## src/rtl/pipeline_solver.sv

```systemverilog
// Recovers A and R from X = A*B + C by computing (X - C) / B with a
// 14-step restoring divider; results are held until the next accepted start.
module pipeline_solver (
    input  logic        clk,
    input  logic        rst,
    input  logic        start,
    input  logic [13:0] X,
    input  logic [9:0]  B,
    input  logic [9:0]  C,
    output logic [9:0]  A,
    output logic [9:0]  R,
    output logic        busy,
    output logic        done,
    output logic [1:0]  err
);

    typedef enum logic [1:0] {IDLE, CHECK, DIV, DONE} state_t;

    localparam logic [1:0] ERR_OK    = 2'b00;
    localparam logic [1:0] ERR_DIV0  = 2'b01;
    localparam logic [1:0] ERR_UNDER = 2'b10;
    localparam logic [1:0] ERR_OVER  = 2'b11;

    state_t      state_reg, state_next;
    logic [13:0] x_reg;
    logic [9:0]  b_reg;
    logic [9:0]  c_reg;
    logic [13:0] d_reg;
    logic [14:0] rem_reg;
    logic [13:0] quo_reg;
    logic [3:0]  cnt_reg;
    logic [9:0]  a_reg;
    logic [9:0]  r_reg;
    logic [1:0]  err_reg;

    logic [14:0] rem_shift;
    logic [14:0] rem_next;
    logic [13:0] quo_next;
    logic        q_bit;
    logic        underflow;
    logic        overflow;

    // One restoring-division step; rem_reg[14] is folded in so the compare
    // stays correct over the full 15-bit partial remainder.
    always_comb begin
        rem_shift = {rem_reg[13:0], d_reg[13]};
        q_bit     = rem_reg[14] | (rem_shift >= {5'd0, b_reg});
        rem_next  = q_bit ? (rem_shift - {5'd0, b_reg}) : rem_shift;
        quo_next  = {quo_reg[12:0], q_bit};
        overflow  = |quo_next[13:10];
        underflow = x_reg < {4'd0, c_reg};
    end

    always_comb begin
        state_next = state_reg;
        case (state_reg)
            IDLE:    if (start) state_next = CHECK;
            CHECK:   state_next = ((b_reg == 10'd0) || underflow) ? DONE : DIV;
            DIV:     if (cnt_reg == 4'd0) state_next = DONE;
            DONE:    state_next = IDLE;
            default: state_next = IDLE;
        endcase
    end

    always_ff @(posedge clk or negedge rst) begin
        if (!rst) begin
            state_reg <= IDLE;
        end else begin
            state_reg <= state_next;
        end
    end

    always_ff @(posedge clk or negedge rst) begin
        if (!rst) begin
            x_reg   <= '0;
            b_reg   <= '0;
            c_reg   <= '0;
            d_reg   <= '0;
            rem_reg <= '0;
            quo_reg <= '0;
            cnt_reg <= '0;
            a_reg   <= '0;
            r_reg   <= '0;
            err_reg <= ERR_OK;
        end else begin
            case (state_reg)
                IDLE: begin
                    if (start) begin
                        x_reg   <= X;
                        b_reg   <= B;
                        c_reg   <= C;
                        a_reg   <= '0;
                        r_reg   <= '0;
                        err_reg <= ERR_OK;
                    end
                end
                CHECK: begin
                    if (b_reg == 10'd0) begin
                        err_reg <= ERR_DIV0;
                    end else if (underflow) begin
                        err_reg <= ERR_UNDER;
                    end else begin
                        d_reg   <= x_reg - {4'd0, c_reg};
                        rem_reg <= '0;
                        quo_reg <= '0;
                        cnt_reg <= 4'd13;
                    end
                end
                DIV: begin
                    d_reg   <= {d_reg[12:0], 1'b0};
                    rem_reg <= rem_next;
                    quo_reg <= quo_next;
                    if (cnt_reg == 4'd0) begin
                        // Remainder is always below B, so its low 10 bits are exact.
                        a_reg   <= overflow ? 10'd1023 : quo_next[9:0];
                        r_reg   <= rem_next[9:0];
                        err_reg <= overflow ? ERR_OVER : ERR_OK;
                    end else begin
                        cnt_reg <= cnt_reg - 4'd1;
                    end
                end
                default: begin
                end
            endcase
        end
    end

    assign A    = a_reg;
    assign R    = r_reg;
    assign err  = err_reg;
    assign busy = (state_reg == CHECK) || (state_reg == DIV);
    assign done = (state_reg == DONE);

endmodule

```

## config.mk

```make
export PLATFORM = sky130hd
export DESIGN_NAME = pipeline_solver
export DESIGN_NICKNAME = d
export VERILOG_FILES = /design/src/rtl/pipeline_solver.sv
export SDC_FILE = /design/constraint.sdc
export NUM_CORES = 1
export LEC_CHECK = 0
export ABC_AREA = 1
export ABC_CLOCK_PERIOD_IN_PS = 5500
export CORE_MARGIN = 8
export CORE_UTILIZATION = 62
export CTS_CLUSTER_DIAMETER = 50
export DETAILED_ROUTE_END_ITERATION = 7
export GPL_ROUTABILITY_DRIVEN = 0
export GPL_TIMING_DRIVEN = 0
export PLACE_DENSITY_LB_ADDON = 0.15
export SLEW_MARGIN = 10
export SYNTH_ARGS = -nofsm -noshare
export SYNTH_HDL_FRONTEND = slang
export SYNTH_SLANG_ARGS = --single-unit
```

## constraint.sdc

```tcl
create_clock -name clk -period 5.5 [get_ports clk]
set_input_delay 1.375 -clock clk [delete_from_list [all_inputs] [get_ports clk]]
set_output_delay 1.375 -clock clk [all_outputs]
set_load 0.01 [all_outputs]
```

==> reports/qor.yml <==
hpwl_um: 11630
dr.pass1.iters: 5
min_from: "d_reg[9]"
synth_top_area_share_pct: 42.65
cts_tree: "yes"
cts_sinks: 104
io-pin-count: 61
synth.most_common_cell: "nand2_1"
dieArea_um2: 13270
antenna_found_initial: 0
timing.slew.headroom_pct: 59.85
setup-violations-final: 0
synth_edf_count: 0
drtIter0Drc: 432
rr_endpoint: "b_reg[4]"
critPathKind: "reg -> out"
fin_crit_ps: 3244
path_max_fanout: 5
fmax_mhz: 308.2
synth.top_cells.by_count: "250 x nand2_1, 104 x dfrtp_1, 89 x inv_1, 70 x nor2_1, 52 x nand3_1"
grt_max_degree: 70
syn_area_per_cell_um2: 7.754
wl_per_cell_um: 15.13
p_leak_nw: 3.616
r2r_setup_slack_ps: 3300
peakVddDrop_v: 0.0004131
drv_slew: 0
p_per_area_nw_per_um2: 710.9
finalCritPeriodShare_pct: 58.99
io_buffers: 60
cts_buffer_depth: 2
end_kind: "output pin"
routed_via_density: 5.449
finClkSkew_ps: 20.28
cts_root_buf: "clkbuf_8"
hold_viol: 0
synthArstFlopShare_pct: 100.0
largest_reg_flops: 15
maxCapViolCount: 0
critical_path.startpoint: "state_reg[0]"
num_vias: 5433
postCtsResizedCells: 0
ys_seq_area_share_pct: 42.65
die_h_um: 115.2
grt_pass1_wl_um: 25680
crit_end: "busy"
hold_path_class: "reg -> reg"
start_util_pct: 63.01
row_count: 36
layout.nets: 925
layout-drive-gt1-share_pct: 8.912
startpoint_type: "flip-flop"
cp.arrival_ps: 1870
tns_ps: 0
fill_cells: 774
syn_area_um2: 6102
coreArea_um2: 9684
synth_cell_type_count: 38
die_x_um: 115.2
grt_pass1_vias: 5655
multiInputGateArea_um2: 2958
ant_nets: 0
synth_nets: 853
drc: 0
clk_latency_ps: 400
total_power_mw: 5.033
r2r_start: "state_reg[0]"
regArea_um2: 2603
diodes: 0
synthTopCellsByArea: "dfrtp_1 43%, nand2_1 15%, ha_1 5.5%, inv_1 5.5%, nor2_1 4.3%"
postSynthCellCount: 787
tightest_slew_ps: 602.3
synth.largest_area_cell: "dfrtp_1"
postLayoutCoreUtil_pct: 73.11
cts_hold_buf: 0
htree_levels: 3
area_growth_pct: 16.03
rr_worst_depth: 7
cts_setup_buffers: 0
rsz0062_at_grt: "false"
wirelength_um: 15090
path_clk_slew_ps: 100
synthFlopType: "dfrtp_1"
status: "finished clean"
synth_warnings: 0
synth-seq-cells: 104
numCtsBuffers: 9
overflow: 0
grtUsageTotal_pct: 24.39
required_ps: 4120
through the flow:
step / cell area, um2 / setup WS [ps] / std cells / hold slack [ps]
after CTS: 7081 / 2248 / 997 / 494.1
after floorplan: 6102 / 3184 / 787 / 448.8
after global routing: 7081 / 2185 / 997 / 520.8
final: 7081 / 2256 / 997 / 489.3
after global placement: 6869 / -772.8 / 980 / 461.7
after detailed placement: 6898 / 2210 / 981 / 467.4
worst max-delay path, stage by stage (launching register included):
cell and delay [ps]:
dfrtp_1 410, inv_1 110, ha_1 390, clkdlybuf4s50_1 570
final cells by class:
type | instances | area share, %
multi-input combinational | 564 | 41.77
sequential | 104 | 36.76
timing repair buffer | 61 | 8.889
inverter | 93 | 4.930
buffer | 26 | 2.721
tap | 133 | 2.350
clock buffer | 11 | 1.997
clock inverter | 5 | 0.5831
cell families (layout without fill, tap and decap cells):
group           count (synthesis)  count (layout)  share of synthesized area, %
simple gates                  422             422                         29.79
buf+inv                       119             196                         8.878
flops                         104             104                         42.65
compound gates                 94              94                         9.309
fa+ha+maj                      29              29                         6.192
mux                            11              11                         2.030
xor+xnor                        8               8                         1.148
power breakdown:
part | internal, mW | leakage (nW) | switching (mW)
Sequential | 1.09 | 1.29 | 0.205
Combinational | 1.26 | 2.23 | 2.02
Clock | 0.181 | 0.0914 | 0.277
metal layers:
layer	vias up	track usage [%]	share of wire [%]
met5	-	0	0
met4	0	12.87	4.4
met3	47	5.567	4.3
met2	151	41.93	50
met1	2571	27.74	42
li1	2664	-	-
layout by cell type (no fill, tap or decap), types with 3 or more instances in the layout:
| cell type | count |
|---|---|
| buf_2 | 7 |
| nor2_4 | 3 |
| xor2_1 | 3 |
| o21ai_1 | 5 |
| o21ai_2 | 11 |
| a21oi_1 | 37 |
| nand3b_1 | 6 |
| clkbuf_1 | 10 |
| clkbuf_8 | 10 |
| inv_1 | 89 |
| o21ai_0 | 24 |
| dfrtp_1 | 104 |
| a2bb2oi_1 | 10 |
| nor3_2 | 3 |
| buf_6 | 5 |
| nor3_1 | 5 |
| inv_2 | 4 |
| nand3_1 | 52 |
| xnor2_1 | 5 |
| nor2_1 | 70 |
| clkdlybuf4s50_1 | 59 |
| mux2_2 | 11 |
| nand3_2 | 3 |
| ha_1 | 27 |
| o21bai_1 | 3 |
| buf_12 | 3 |
| nand4_1 | 21 |
| nand2_1 | 250 |
| nor2_2 | 3 |
worst min path at each step:
stage	end	slack (ps)	cells past startpoint
after floorplan	d_reg[13]	450	2
after CTS	d_reg[9]	490	2
after global placement	d_reg[0]	460	2
after detailed placement	R[0]	470	2
after global routing	d_reg[9]	520	2
final	d_reg[9]	490	2
Power figures use the tool's default switching activity.
